`config.mk`:
```
export PLATFORM = sky130hd
export DESIGN_NAME = symbol_packer
export DESIGN_NICKNAME = d
export VERILOG_FILES = /design/src/rtl/symbol_packer_pkg.sv /design/src/rtl/symbol_packer_word_fifo.sv /design/src/rtl/symbol_packer.sv
export SDC_FILE = /design/constraint.sdc
export NUM_CORES = 1
export LEC_CHECK = 0
export ABC_AREA = 0
export CAP_MARGIN = 20
export CORE_MARGIN = 5
export CORE_UTILIZATION = 30
export DETAILED_ROUTE_END_ITERATION = 10
export PLACE_DENSITY_LB_ADDON = 0.12
export SYNTH_ARGS = -nofsm -noshare
export SYNTH_HDL_FRONTEND = slang
export SYNTH_SLANG_ARGS = --single-unit
```
`constraint.sdc`:
```
create_clock -name clk -period 5.45 [get_ports clk]
set_clock_uncertainty 0.05 [all_clocks]
set_input_delay 0.545 -clock clk [delete_from_list [all_inputs] [get_ports clk]]
set_output_delay 0.545 -clock clk [all_outputs]
set_load 0.02 [all_outputs]
```
`src/rtl/symbol_packer_pkg.sv`:
```
// symbol_packer_pkg: shared decoder word geometry used by the packer and the lane splitter
package symbol_packer_pkg;
  localparam int DEC_SYM_W = 2;
  localparam int DEC_SYMS_PER_WORD = 8;
  localparam int DEC_WORD_W = DEC_SYM_W * DEC_SYMS_PER_WORD;
endpackage

```
`src/rtl/symbol_packer_word_fifo.sv`:
```
// word_fifo: first-word-fall-through buffer with level; a pop on the same edge frees room for a push when full
module word_fifo
  import symbol_packer_pkg::*;
#(
  parameter int W = DEC_WORD_W,
  parameter int DEPTH = 4
) (
  input  logic                     clk,
  input  logic                     rst,
  input  logic                     push,
  input  logic                     pop,
  input  logic [W-1:0]             din,
  output logic [W-1:0]             dout,
  output logic [$clog2(DEPTH):0]   level,
  output logic                     full,
  output logic                     empty
);
  localparam int AW = $clog2(DEPTH);
  logic [W-1:0] mem [DEPTH];
  logic [AW-1:0] rd_ptr, wr_ptr;
  logic pop_ok, push_ok;
  always_comb begin
    empty = level == '0;
    full = level == (AW+1)'(DEPTH);
    pop_ok = pop && !empty;
    push_ok = push && (!full || pop_ok);
    dout = empty ? '0 : mem[rd_ptr];
  end
  always_ff @(posedge clk) begin
    if (rst) begin
      rd_ptr <= '0;
      wr_ptr <= '0;
      level <= '0;
    end else begin
      if (push_ok) begin
        mem[wr_ptr] <= din;
        wr_ptr <= wr_ptr + AW'(1);
      end
      if (pop_ok) rd_ptr <= rd_ptr + AW'(1);
      level <= level + (AW+1)'(push_ok) - (AW+1)'(pop_ok);
    end
  end
endmodule

```
`src/rtl/symbol_packer.sv`:
```
// symbol_packer: packs encoded symbols LSB-first into words and queues committed words in a FWFT buffer
module symbol_packer
  import symbol_packer_pkg::*;
#(
  parameter int SYM_W = DEC_SYM_W,
  parameter int SYMS_PER_WORD = DEC_SYMS_PER_WORD,
  parameter int FIFO_DEPTH = 4
) (
  input  logic                            clk,
  input  logic                            rst,
  input  logic [SYM_W-1:0]                sym_in,
  input  logic                            sym_valid,
  input  logic                            frame_start,
  input  logic                            flush,
  input  logic                            word_rd,
  output logic [SYM_W*SYMS_PER_WORD-1:0]  data_out,
  output logic                            word_valid,
  output logic [$clog2(FIFO_DEPTH):0]     fifo_level,
  output logic                            overflow
);
  localparam int WORD_W = SYM_W * SYMS_PER_WORD;
  localparam int SLOT_W = $clog2(SYMS_PER_WORD);
  logic [SLOT_W-1:0] slot, base_slot, next_slot;
  logic [WORD_W-1:0] partial, base_word, merged;
  logic last, do_flush, push, full, empty;
  // frame_start wipes the partial word before the same-cycle symbol is merged in
  always_comb begin
    base_slot = frame_start ? '0 : slot;
    base_word = frame_start ? '0 : partial;
    merged = sym_valid ? base_word | (WORD_W'(sym_in) << (base_slot * SYM_W)) : base_word;
    last = sym_valid && base_slot == SLOT_W'(SYMS_PER_WORD - 1);
    do_flush = flush && !frame_start && (sym_valid || base_slot != '0);
    push = last || do_flush;
    next_slot = push ? '0 : base_slot + SLOT_W'(sym_valid);
    word_valid = !empty;
  end
  always_ff @(posedge clk) begin
    if (rst) begin
      slot <= '0;
      partial <= '0;
      overflow <= 1'b0;
    end else begin
      slot <= next_slot;
      partial <= push ? '0 : merged;
      overflow <= overflow | (push && full && !word_rd);
    end
  end
  word_fifo #(.W(WORD_W), .DEPTH(FIFO_DEPTH)) u_fifo (
    .clk(clk),
    .rst(rst),
    .push(push),
    .pop(word_rd),
    .din(merged),
    .dout(data_out),
    .level(fifo_level),
    .full(full),
    .empty(empty)
  );
endmodule

```
==> results of run 1 <==
[report_power, final]
group          internal [W]  leakage (nW)  switching, W
Combinational      0.000268         0.512      0.000253
Sequential         0.000774         0.834     0.0000276
Clock              0.000350         0.136      0.000239
[worst min path at each step]
stage,endpoint,slack [ps],depth (start not counted)
floorplan,partial[3],390,2
global placement,partial[3],420,2
detailed placement,partial[3],420,2
CTS,partial[3],430,2
global route,partial[5],470,2
finish,partial[3],430,2
[Yosys cell counts (3+ instances only)]
| library cell | instances |
|---|---|
| and2_1 | 17 |
| buf_2 | 5 |
| clkbuf_1 | 3 |
| dfxtp_1 | 29 |
| edfxtp_1 | 64 |
| ha_1 | 6 |
| inv_1 | 19 |
| mux4_2 | 16 |
| nand2_1 | 8 |
| nand2b_1 | 6 |
| nand3_1 | 4 |
| nor2_1 | 17 |
| nor2b_1 | 9 |
| nor2b_2 | 7 |
| nor3b_1 | 4 |
| o22ai_1 | 10 |
| xnor2_1 | 5 |
[routing by layer]
layer / global-route usage / vias to the layer above / wire [µm]
met5: 0 / - / 0
met2: 0.1616 / 28 / 3313
met1: 0.1491 / 1009 / 3525
met4: 0.05668 / 0 / 137
met3: 0.02166 / 9 / 256
li1: - / 992 / -
[through the flow]
step                      power, W  setup slack [ps]    util
after floorplan           0.001154              2623       -
after global placement    0.001357              2326  0.3414
after detailed placement  0.001359              2301  0.3414
after CTS                 0.001954              2391  0.3638
final                     0.001912              2487  0.3638
after global routing      0.002020              2368  0.3638
[state kept, by name, indices dropped and copies added, names as in the netlist, named ones only]
| name | flops |
|---|---|
| u_fifo.mem | 64 |
| partial | 16 |
| slot | 3 |
| u_fifo.level | 3 |
| u_fifo.rd_ptr | 2 |
| u_fifo.wr_ptr | 2 |
| overflow | 1 |
[worst reg2reg max path, stage by stage, from the launching register on]
cell and delay [ps]:
dfxtp_1 360, or3_1 650, and2_1 310, ha_1 280, inv_1 40, ha_1 180
fa_1 380, xnor2_1 180, xnor2_1 130, nor2_1 50
[layout by cell type, fill, tap and decap left out, types with 2 or more instances in the layout]
master / count
edfxtp_1: 64
dfxtp_1: 29
clkdlybuf4s50_1: 28
inv_1: 19
and2_1: 17
nor2_1: 17
mux4_2: 16
o22ai_1: 10
nor2b_1: 9
clkbuf_16: 9
nand2_1: 8
nor2b_2: 7
nand2b_1: 6
ha_1: 6
xnor2_1: 5
buf_4: 5
nand3_1: 4
nor3b_2: 4
or3_1: 2
a41oi_1: 2
a21oi_2: 2
xor2_1: 2
nor2_2: 2
[cell families after synthesis]
family,count (synthesis),share of synthesized area
flops,93,0.6560
simple gates,81,0.1236
compound gates,19,0.03936
buf+inv,33,0.04001
xor+xnor,7,0.01607
mux,18,0.1000
fa+ha+maj,7,0.02493
[layout make-up]
| cell class | count | share of cell area |
|---|---|---|
| Timing Repair Buffer | 33 | 0.06951 |
| Multi-Input combinational cell | 132 | 0.2581 |
| Clock buffer | 10 | 0.05008 |
| Inverter | 20 | 0.01642 |
| Tap cell | 172 | 0.04707 |
| Sequential cell | 93 | 0.5473 |
| Clock inverter | 5 | 0.01149 |
==> summary.txt, run 1 <==
Drt
  – Wire length per cell: 15.55 µm
  – DRC: 0
  – Vias/cell: roughly 4.4
  – Vias after detailed routing: approximately 2000
  – Iter 0 DRT Violations: 74
  – DRT antenna net count: 0
  – First-pass DRT Iterations: 5
  – Routed WL: 7.233 mm

Logic synthesis
  – Net count after synthesis: between 200 and 300
  – Post-Syn Area: 0.003815 mm²
  – Post-synth top area share: 0.5038
  – Ys Warns: 0
  – Asr flop ratio synth: 0
  – Sequential fraction of the synthesis area: 0.6560
  – Synthesized flop and latch total: 93
  – Synth top area cells: edfxtp_1 (50%), dfxtp_1 (15%), mux4_2 (9.4%)
  – Synthesized instance count: 258
  – Biggest area consumer among synthesized cells: edfxtp_1
  – Avg Cell Area, Syn: 14.79 µm²
  – EDFF count, synth: 64
  – Ys flop type: edfxtp_1
  – Synth unique cells: 39

Setup path
  – Total stage count of the critical path: 3
  – Worst path bufs/invs: 1
  – CP startpoint kind: register
  – Worst path required time: 4860 ps
  – Family with the most delay on the worst path: flip-flops
  – Crit path max-delay cell type: dfxtp_1
  – Sequence of cells on the critical path: mux4_2 > and2_1 > clkdlybuf4s50_1
  – Critical Path Sink: data_out[8]
  – CP arrival: 2370 ps
  – Worst r2r dst: u_fifo.level[2]
  – CP endpoint kind: output port
  – CP max stage delay: 880 ps
  – R2R setup slack: about 2700 ps
  – FF-to-FF Start: u_fifo.level[1]
  – Crit Path Class: reg2out
  – Worst r2r path cells: 9
  – Crit Path Max Fanout: 16

Clock network
  – Root buf cell: clkbuf_16
  – Clock sinks: just over 90
  – TritonCTS clock tree: yes
  – Post-CTS setup buffers: 0
  – Post-CTS sizing: 0
  – CTS Buf Count: 9
  – Clock Tree Buf Depth: 2
  – Reg clk slew, reported paths: 60 ps
  – Hold bufs inserted after CTS: 0
  – Clk Latency, worst-skew pair: 330 ps
  – H-tree depth: 3

STA
  – Worst Tran Pin Value: 862.7 ps
  – Setup TNS: 0 ps
  – Slew HR: 0.4241
  – Minimum clock period: 2963 ps
  – RSZ-0062 raised after global routing: no
  – Hold Fails Final Rpt: 0
  – Max Freq: 337.5 MHz
  – WHS: around 430 ps
  – Period utilization: 0.5436
  – Slew Viols, Final: 0
  – Final setup fails: 0

Cells and area
  – Antenna Diode Count: 0
  – Post-Layout Cell Count: between 400 and 500
  – Final instance area: 0.004572 mm²
  – Fin nets: 304
  – Layout cells sized above 1: 0.1877
  – Multi-input logic area: 0.001180 mm²
  – Layout area overhead: 19.84%
  – Register area: 0.002502 mm²
  – # fillers: 1222

Place
  – Detailed-placement wirelength estimate: between 4 and 5 mm
  – Cell Area, Placed: 0.004290 mm²
  – Port bufs: 28
  – # placed instances: 450
  – GP Congestion: between 0.6 and 0.7

Floorplanning
  – Die area: 0.01507 mm²
  – CORE AREA: 0.01257 mm²
  – Die height: 122.8 µm
  – Die W: 122.8 µm
  – Starting Density: 0.3035
  – Row count: 41
  – # IOs: 29

GRT
  – Vias in the first global route: 2182
  – First-pass GRT wire length: between 10 and 15 mm
  – Largest net degree at the start of global routing: 23
  – Total global-route track usage: 0.1084
  – GRT overflow: 0
  – Number of antenna violations at the first check in global routing: 0

Min path
  – HP Class: reg2reg
  – Min-Delay Startpoint: partial[3]

Power and ir drop
  – Leak: 1.482 nW
  – Cell area power density: about 420 mW/mm²
  – Worst VDD drop: 151.8 µV

Run status
  – Status: completed

Flow run
  – Max cap viols: 0
Power figures use the tool's default switching activity.
==> inputs of run 2 (changes only) <==
- clock period: 5.45 -> 2.8 ns (I/O delays scaled with it)
==> run 2 against run 1 <==
Global-route usage down 0.12 points. Non-clock buffer count is 8 higher. Worst hold slack worse by 2.7 ps. Routed wire length rose by 1.0%. Highest routed layer unchanged.
==> summary.txt, run 2 (synthesis results as in run 1) <==
STA
  – Worst Tran Pin Value: 653.0 ps
  – Period utilization: 0.9138
  – RSZ-0062 raised after global routing: no
  – Setup TNS: 0 ps
  – WHS: approximately 420 ps
  – Max Freq: 390.8 MHz
  – Slew Viols, Final: 0
  – Minimum clock period: 2559 ps
  – Slew HR: 0.5633
  – Hold Fails Final Rpt: 0
  – Final setup fails: 0

Floorplanning
  – Die area: 0.01507 mm²
  – Die W: 122.8 µm
  – Starting Density: 0.3035
  – Die height: about 120 µm
  – CORE AREA: between 0.01 and 0.015 mm²
  – # IOs: 29
  – Row count: 41

Setup path
  – Crit path max-delay cell type: mux4_2
  – Crit Path Class: reg2out
  – CP max stage delay: 560 ps
  – Worst r2r dst: u_fifo.level[2]
  – Total stage count of the critical path: 4
  – Worst path bufs/invs: 2
  – R2R setup slack: approximately 450 ps
  – CP endpoint kind: output port
  – Crit Path Max Fanout: 16
  – FF-to-FF Start: u_fifo.level[1]
  – Sequence of cells on the critical path: buf_4 > mux4_2 > and2_1 > clkdlybuf4s50_1
  – Worst r2r path cells: 9
  – CP startpoint kind: register
  – CP arrival: roughly 2200 ps
  – Worst path required time: 2470 ps
  – Family with the most delay on the worst path: buffers and inverters
  – Critical Path Sink: data_out[15]

Clock network
  – Root buf cell: clkbuf_16
  – TritonCTS clock tree: yes
  – Clk Latency, worst-skew pair: 330 ps
  – Clock Tree Buf Depth: 2
  – Reg clk slew, reported paths: 60 ps
  – H-tree depth: 3
  – CTS Buf Count: 9
  – Post-CTS setup buffers: 0
  – Hold bufs inserted after CTS: 0
  – Clock sinks: 93
  – Post-CTS sizing: 0

GRT
  – Largest net degree at the start of global routing: 22
  – Total global-route track usage: 0.1072
  – First-pass GRT wire length: 11.86 mm
  – GRT overflow: 0
  – Vias in the first global route: 2127
  – Number of antenna violations at the first check in global routing: 0

Drt
  – Routed WL: 7.305 mm
  – Iter 0 DRT Violations: between 60 and 70
  – Vias/cell: roughly 4.4
  – Wire length per cell: 15.41 µm
  – DRT antenna net count: 0
  – Vias after detailed routing: 2090
  – First-pass DRT Iterations: 4
  – DRC: 0

Cells and area
  – Layout cells sized above 1: 0.2086
  – Max FFs per register: 64
  – Layout area overhead: 21.91%
  – Top flop regs: u_fifo.mem: 64 flops, partial: 16 flops
  – Most frequent cells in the layout: edfxtp_1 (64), dfxtp_1 (29), clkdlybuf4s50_1 (28)
  – Commonest non-fill, non-tap cell in the layout: edfxtp_1
  – Antenna Diode Count: 0
  – Largest Register: u_fifo.mem
  – # fillers: 1223
  – Fin nets: 312

Power and ir drop
  – Cell area power density: 801.2 mW/mm²
  – Leak: 1.530 nW
  – Worst VDD drop: 394.5 µV

Run status
  – Status: completed

Min path
  – HP Class: reg2reg

Flow run
  – Max cap viols: 0

Place
  – Detailed-placement wirelength estimate: roughly 4.8 mm
  – GP Congestion: ~0.73
  – Port bufs: 28
run 2: power breakdown:
part           internal, W  total [W]  switching [W]
registers          0.00151    0.00154      0.0000321
clock network     0.000656    0.00112       0.000468
logic             0.000546    0.00106       0.000517
total              0.00271    0.00373        0.00102
run 2: worst min-delay path: stages, from the launching register on:
cell and delay (ps):
dfxtp_1 320, a21oi_1 40, nor2_1 70
run 2: routing by layer:
layer	wire, µm	part of all wire	global-route usage
met3	230	0.031	0.02166
met1	3510	0.48	0.1465
met5	0	0	0
met4	163	0.022	0.05598
met2	3401	0.47	0.1609
run 2: cell type report:
class                   instances  area (µm²)  area share
clock inverters                 1       6.256    0.001345
repair buffers                 41       402.9     0.08663
flip-flops and latches         93        2502      0.5381
well taps                     172       215.2     0.04627
inverters                      20       75.07     0.01614
multi-input cells             132        1180      0.2537
clock buffers                  15       269.0     0.05784
run 2: worst min path at each step:
stage | start | end | slack [ps] | cells after the start
2_1_floorplan | rst | u_fifo.level[0] | 300 | 1
6_report | overflow | overflow | 420 | 2
3_3_place_gp | partial[3] | partial[3] | 410 | 2
3_5_place_dp | overflow | overflow | 410 | 2
4_1_cts | overflow | overflow | 430 | 2
5_1_grt | partial[5] | partial[5] | 480 | 2
run 2: through the flow:
stage	cells	total power (W)	utilization	cell area, µm²	worst slack [ps]
finish	474	0.003726	0.3700	4651	241.4
global route	474	0.003926	0.3700	4651	124.4
CTS	474	0.003801	0.3700	4651	175.0
detailed placement	458	0.002667	0.3481	4375	154.0
global placement	458	0.002658	0.3481	4375	232.9
floorplan	258	0.002247	-	3815	167.6
